[src/rtl/decod_enc.sv]
// decod_enc: scans a captured multi-hot line vector and presents one
// decoder select code per accepted handshake. It drives a 5-input
// (4 select + enable) 4-to-16 decoder whose select inputs are inverted.
module decod_enc #(
  parameter bit LSB_FIRST = 1'b1
) (
  input  logic        clk,
  input  logic        rst_n,
  input  logic [15:0] req,
  input  logic        load,
  input  logic        ready,
  output logic        enc0,
  output logic        enc1,
  output logic        enc2,
  output logic        enc3,
  output logic        enc4,
  output logic        busy,
  output logic        done,
  output logic [4:0]  cnt
);

  localparam logic [0:0] S_IDLE = 1'b0;
  localparam logic [0:0] S_EMIT = 1'b1;

  logic [0:0]  r_state;
  logic [15:0] r_pending;   // lines captured but not yet accepted downstream
  logic [3:0]  r_idx;       // index currently presented
  logic [3:0]  r_code;      // inverted index as seen by the decoder selects
  logic        r_valid;
  logic        r_done;
  logic [4:0]  r_cnt;

  logic [15:0] w_remaining;
  logic [3:0]  w_first_idx;
  logic [3:0]  w_next_idx;

  // First set index in the configured scan order; 0 when v is empty
  // (callers only use the result when v is non-zero).
  function automatic logic [3:0] first_idx(input logic [15:0] v);
    logic [3:0] idx;
    idx = 4'd0;
    if (LSB_FIRST) begin
      for (int i = 15; i >= 0; i--) begin
        if (v[i]) idx = i[3:0];
      end
    end else begin
      for (int i = 0; i < 16; i++) begin
        if (v[i]) idx = i[3:0];
      end
    end
    return idx;
  endfunction

  // Number of set bits; 5 bits so that 16 does not wrap.
  function automatic logic [4:0] popcount(input logic [15:0] v);
    logic [4:0] n;
    n = 5'd0;
    for (int i = 0; i < 16; i++) begin
      n = n + 5'(v[i]);
    end
    return n;
  endfunction

  assign w_remaining = r_pending & ~(16'd1 << r_idx);
  assign w_first_idx = first_idx(req);
  assign w_next_idx  = first_idx(w_remaining);

  // Scan controller: capture on load, advance one line per handshake.
  always_ff @(posedge clk or negedge rst_n) begin
    if (!rst_n) begin
      r_state   <= S_IDLE;
      r_pending <= 16'd0;
      r_idx     <= 4'd0;
      r_code    <= 4'd0;
      r_valid   <= 1'b0;
      r_done    <= 1'b0;
      r_cnt     <= 5'd0;
    end else begin
      // NOTE: non-blocking assignments so every register samples the
      // pre-edge values; blocking here would chain updates within one edge.
      r_done <= 1'b0;
      case (r_state)
        S_IDLE: begin
          if (load) begin
            r_cnt <= popcount(req);
            if (req != 16'd0) begin
              r_pending <= req;
              r_idx     <= w_first_idx;
              r_code    <= ~w_first_idx;
              r_valid   <= 1'b1;
              r_state   <= S_EMIT;
            end else begin
              r_done <= 1'b1;
            end
          end
        end
        S_EMIT: begin
          if (ready) begin
            r_pending <= w_remaining;
            if (w_remaining != 16'd0) begin
              r_idx  <= w_next_idx;
              r_code <= ~w_next_idx;
            end else begin
              r_valid <= 1'b0;
              r_code  <= 4'd0;
              r_done  <= 1'b1;
              r_state <= S_IDLE;
            end
          end
        end
        default: r_state <= S_IDLE;
      endcase
    end
  end

  assign enc0 = r_code[3];
  assign enc1 = r_code[2];
  assign enc2 = r_code[1];
  assign enc3 = r_code[0];
  assign enc4 = r_valid;
  assign busy = (r_state == S_EMIT);
  assign done = r_done;
  assign cnt  = r_cnt;

endmodule

[config.mk]
export PLATFORM = sky130hd
export DESIGN_NAME = decod_enc
export DESIGN_NICKNAME = d
export VERILOG_FILES = /design/src/rtl/decod_enc.sv
export SDC_FILE = /design/constraint.sdc
export NUM_CORES = 1
export LEC_CHECK = 0
export ABC_CLOCK_PERIOD_IN_PS = 2800
export CAP_MARGIN = 10
export CORE_MARGIN = 4
export CORE_UTILIZATION = 35
export CTS_BUF_LIST = sky130_fd_sc_hd__clkbuf_4 sky130_fd_sc_hd__clkbuf_8
export DETAILED_ROUTE_END_ITERATION = 12
export PLACE_DENSITY = 0.54
export SYNTH_ARGS = -nofsm -noshare
export SYNTH_HDL_FRONTEND = slang
export SYNTH_SLANG_ARGS = --single-unit
[constraint.sdc]
create_clock -name clk -period 2.8 [get_ports clk]
set_input_delay 0.28 -clock clk [delete_from_list [all_inputs] [get_ports clk]]
set_output_delay 0.28 -clock clk [all_outputs]
set_load 0.01 [all_outputs]
==> results of run 1 <==
-- cell type report --
type | count | area share [%]
Sequential cell | 32 | 25.0
Tap cell | 96 | 3.75
Clock buffer | 7 | 3.01
Multi-Input combinational cell | 216 | 48.4
Inverter | 26 | 3.05
Timing Repair Buffer | 64 | 16.7
-- kinds of logic after synthesis --
family,after synthesis
muxes,13
adders and majority gates,16
xor gates and xnor gates,1
buffers and inverters,39
DFF,32
AOI/OAI and AO/OA,88
and+or+nand+nor,98
-- sequential cells by signal, indices dropped and copies added, names as in the netlist --
signal	count
busy	1
cnt	5
done	1
enc4	1
r_code	4
r_idx	4
r_pending	16
-- power groups by stage --
stage	clock network [mW]	registers [mW]	logic (mW)
2_1_floorplan	0	0.831	1.29
4_1_cts	0.406	0.914	1.90
3_3_place_gp	0	0.923	1.86
5_1_grt	0.417	0.954	2.14
6_report	0.394	0.922	1.92
3_5_place_dp	0	0.919	1.88
-- cell usage after synthesis (3+ instances only) --
library cell	count	share of area, %
a21oi_1	6	1.2
and2_1	3	0.76
nor4_1	5	1.3
mux2i_1	9	3.6
ha_1	6	3.0
inv_1	26	3.9
o2111ai_1	3	1.1
nor2_1	23	3.5
nor2b_1	6	1.5
nand2_1	39	5.9
a31oi_1	8	2.0
a22o_1	11	3.9
clkbuf_1	7	1.1
a21o_1	6	1.8
nand2b_1	7	1.8
buf_2	5	1.0
fa_1	10	8.1
dfrtp_1	32	32
o21ai_0	29	5.8
nand3_1	4	0.81
-- worst reg2reg max path, delay by kind of cell (launching register included) --
kind | cells | cell delay, ns
compound gates | 3 | 1.01
mux | 1 | 0.28
flops | 1 | 0.54
buf+inv | 1 | 0.20
simple gates | 2 | 0.46
-- repair_timing --
item                       CTS  global route
setup endpoints to repair    5             5
resized for setup           42            17
setup buffers                0             1
pin swaps                   10            13
gates cloned                 0             0
-- routing by layer --
| layer | global-route usage (%) | share of wire (%) | up-vias |
|---|---|---|---|
| met1 | 26.5 | 48 | 1122 |
| met4 | 5.69 | 1.5 | 0 |
| met5 | 0 | 0 | - |
| li1 | - | - | 1144 |
| met2 | 27.3 | 45 | 73 |
| met3 | 2.71 | 4.9 | 8 |
-- how the worst min path moves through the flow --
stage              start            to
3_3_place_gp   r_code[2]     r_code[2]
5_1_grt           req[3]  r_pending[3]
4_1_cts           req[3]  r_pending[3]
6_report          req[3]  r_pending[3]
2_1_floorplan      rst_n          busy
3_5_place_dp   r_code[2]     r_code[2]
==> impl_metrics.toml, run 1 <==
[worst_setup_path]
cp_cell_sequence = "buf_8, fa_1, inv_2, fa_2, fa_1, fa_1, inv_2, ha_4, inv_2, fa_2, nor2b_2, o21ai_1, o21ai_1"
cp-endpoint = "cnt[4]"
crit_buf_inv = 4
cp_slowest_stage_delay_ns = 0.54
r2r-start = "r_idx[1]"
cp_max_fo = 2
worstPathArrival_ns = 3.26
worstSetupPathType = "input pin to flop"
slowest_stage = "fa_1"
critical_path.top_delay_family = "adder cells"
required_ns = 3.02
r2r_end = "r_idx[0]"
path_depth = 13
startpoint = "req[0]"
worst_setup_path_end_kind = "flop"
timing.reg2reg.setup_slack_ns = 0.20
rr_worst_depth = 7
start_kind = "input pin"

[floorplan]
std_cell_rows = 30
die_y_um = 92.2
core_area_um2 = 6830
die_area_um2 = 8500
die_x_um = 92.2
initial_utilization_pct = 36.3
pin_count = 32

[timing]
fin_crit_sh_pct = 109
fin_crit_ns = 3.05
finalMaxSlewViolations = 0
max_freq_mhz = 328
hold_viol_final = 0
grt_setup_unrepaired = "true"
fin_tns_setup_ns = -0.836
fin_skew_ns = 0.00693
slew-limit-headroom_pct = 61.6
worst_slack_ns = -0.245
whs_ns = 0.326
tightest_slew_ns = 0.571
setup_violations = 4

[synth]
synth_edf_count = 0
synth.avg_cell_area_um2 = 8.65
yosys.area_share.xor_xnor_pct = 0.353
yosys-mux-area-fraction_pct = 5.75
ys_warn_count = 0
synth_adder_area_share_pct = 11.1
synth_compound_area_share_pct = 25.2
netlist_area_um2 = 2480
synth_nets = 323
yosys_most_used_dff = "dfrtp_1"
synthCells = 287
ys_seq_elements = 32
synth_top_family_by_area = "compound AO/OA/AOI/OAI gates"
synthSimpleGateAreaFrac_pct = 18.9
yosysUniqueCellTypes = 51
ys_seq_area_share_pct = 32.3
async_reset_ff_share_pct = 100

[pwr]
swShare_pct = 44.4
vdd_drop_max_v = 0.000391
power.total_mw = 3.24
p_leak_nw = 1.43
power.share.clock_pct = 12.2
p_int_mw = 1.80
combPwrFrac_pct = 59.4
net-switching-power_mw = 1.44
powerDensity_nw_per_um2 = 1010
seqPwrFrac_pct = 28.5

[clock_tree]
cts.sinks = 32
ctsRootBufferMaster = "clkbuf_8"
tritoncts = "yes"
clk_latency_ns = 0.29
numCtsBuffers = 5
clk_path_buf_depth = 2
cts_hold_buf = 0
clkTransAtPathRegs_ns = 0.07
htreeDepth = 2

[route]
drc = 0
drt_pass1_iterations = 4
wl_um = 7210
wl_per_cell_um = 16.4
num_vias = 2347
drtIter0Drc = 143
vias_per_cell = 5.32
detail-route-antenna-nets = 0

[global_routing]
grt_use_total_pct = 18.1
grt_max_degree = 33
antenna_found_initial = 0
grt_pass1_vias = 2312
grt_overflow = 0
grt_pass1_wl_um = 12000

[placed_design]
gp_congestion = 0.876
pre_cts_ws_ns = -1.01
io_buffers = 31
post-place-cells = 433
placed_area_um2 = 3100
dp_hpwl_um = 5710

[cells_and_area]
regArea_um2 = 801
final_common_cell = "nand2_1"
final_cells = 441
multiInputGateArea_um2 = 1550
nets = 381
area_growth_pct = 28.9
antennaDiodeCount = 0
layout-drive-gt1-share_pct = 20.6
fillers = 693
fin_area_um2 = 3200
final_cell_mix = "39 x nand2_1, 33 x buf_4, 32 x dfrtp_1"
final_core_util_pct = 46.8

[run_status]
status = "complete, but fails checks"
violations = "negative setup slack"

[hold_path]
hp-class = "input pin to flop"
whs_path_depth = 3

[flow_run]
maxCapViolations = 0
Note: power is estimated with default switching activity, not from simulation.
==> run 2: changes to the inputs <==
ABC_CLOCK_PERIOD_IN_PS = 3100   (was 2800)
CORE_UTILIZATION = 58   (was 35)
CTS_CLUSTER_DIAMETER = 150   (was default)
PLACE_DENSITY = 0.82   (was 0.54)
clock period = 3.1 ns   (was 2.8 ns; I/O delays follow)
==> impl_metrics.toml, run 2 (same netlist as run 1, synthesis figures left out) <==
[worst_setup_path]
worstSetupPathType = "input pin to flop"
start_kind = "input pin"
worstPathArrival_ns = 3.30
timing.reg2reg.setup_slack_ns = 0.43
worst_setup_path_end_kind = "flop"
required_ns = 3.31
cp_max_fo = 2

[floorplan]
core_area_um2 = 4060
die_x_um = 73.4
initial_utilization_pct = 61.1
die_y_um = 73.4
pin_count = 32
std_cell_rows = 23
die_area_um2 = 5390

[clock_tree]
clkTransAtPathRegs_ns = 0.07
clk_path_buf_depth = 2
cts.sinks = 32
clk_latency_ns = 0.29
numCtsBuffers = 5
tritoncts = "yes"
cts_hold_buf = 0
ctsRootBufferMaster = "clkbuf_8"
htreeDepth = 2

[route]
wl_met2_um = 3140
wl_met1_um = 2950
met3_length_um = 655
drt_pass1_iterations = 5
drc = 0
wl_um = 6840
num_vias = 2434
detail-route-antenna-nets = 0
vias_per_cell = 6.32
wl_per_cell_um = 17.8
drtIter0Drc = 211
highest_layer = "met4"

[global_routing]
grt_use_total_pct = 28.2
grt_overflow = 0
grt_max_degree = 33
antenna_found_initial = 0
grt_pass1_vias = 2321
grt_pass1_wl_um = 11600

[cells_and_area]
antennaDiodeCount = 0
final_cells = 385
area_growth_pct = 23.3
layout-drive-gt1-share_pct = 16.4
fillers = 313
fin_area_um2 = 3060
final_cell_mix = "39 x nand2_1, 32 x dfrtp_1, 27 x o21ai_0"
largest_reg_flops = 16
nets = 371
final_common_cell = "nand2_1"
largest_register = "r_pending"

[timing]
setup_violations = 0
grt_setup_unrepaired = "true"
fin_crit_sh_pct = 99.5
tightest_slew_ns = 0.679
hold_viol_final = 0
fin_skew_ns = 0.0131
slew-limit-headroom_pct = 53.5
max_freq_mhz = 324
finalMaxSlewViolations = 0
fin_crit_ns = 3.08

[placed_design]
gp_congestion = 0.934
placed_area_um2 = 2970
post-place-cells = 377
io_buffers = 31
dp_hpwl_um = 5230

[pwr]
powerDensity_nw_per_um2 = 919
vdd_drop_max_v = 0.000469
p_leak_nw = 1.40

[run_status]
status = "complete, no violations"

[flow_run]
maxCapViolations = 0

[hold_path]
hp-class = "input pin to flop"
## run 2: worst max-delay path: stages
cell and delay, ns:
buf_6 0.10, fa_1 0.54, inv_2 0.04, fa_1 0.45, fa_1 0.51, fa_1 0.40
inv_1 0.07, ha_2 0.18, inv_2 0.04, fa_2 0.34, nor2b_2 0.13, o21ai_1 0.06
o21ai_1 0.13
## run 2: repair_timing
item                                    CTS  global route
pin swaps                                10            10
buffers inserted                          0             1
endpoints found under the setup margin    4             4
gates resized for setup                  42            10
## run 2: power by group
group          leakage (nW)  total (mW)  internal, mW  switching, mW
Sequential            0.395       0.823         0.597          0.225
Clock                0.0503       0.355         0.198          0.158
Combinational         0.955        1.63         0.754          0.880
## run 2: metal layers
layer,up-vias,track usage (%)
met5,-,0
met4,0,9.26
met3,11,3.97
met2,152,43.2
met1,1156,41.3
li1,1115,-
## run 2: final cells by class
| type | instances | area, µm² | area share (%) |
|---|---|---|---|
| clock buffer | 7 | 96.3 | 3.15 |
| inverter | 26 | 100 | 3.27 |
| multi-input combinational | 216 | 1530 | 50.0 |
| sequential | 32 | 801 | 26.2 |
| tap | 50 | 62.6 | 2.04 |
| timing repair buffer | 54 | 469 | 15.3 |
## run 2: stage by stage
step / TNS [ns] / power (mW) / utilization [%] / hold WS (ns) / setup slack, ns
floorplan: -0.222 / 1.91 / - / 0.0144 / -0.0995
global placement: -3.00 / 2.38 / 73.1 / 0.457 / -0.730
detailed placement: -3.13 / 2.42 / 73.1 / 0.471 / -0.754
CTS: -0.193 / 2.79 / 74.6 / 0.404 / -0.0827
global route: -0.290 / 3.06 / 75.4 / 0.412 / -0.0912
finish: 0 / 2.81 / 75.4 / 0.407 / 0.0151
## run 2: worst paths after layout
path	to	startpoint	cells after the start
hold / removal	r_pending[9]	req[9]	3
setup / recovery	cnt[4]	req[0]	13
max in group asynchronous	r_pending[1]	rst_n	2
setup reg to reg	r_idx[0]	r_idx[3]	6
min in group asynchronous	r_pending[9]	rst_n	2
hold reg to reg	r_code[2]	r_code[2]	1
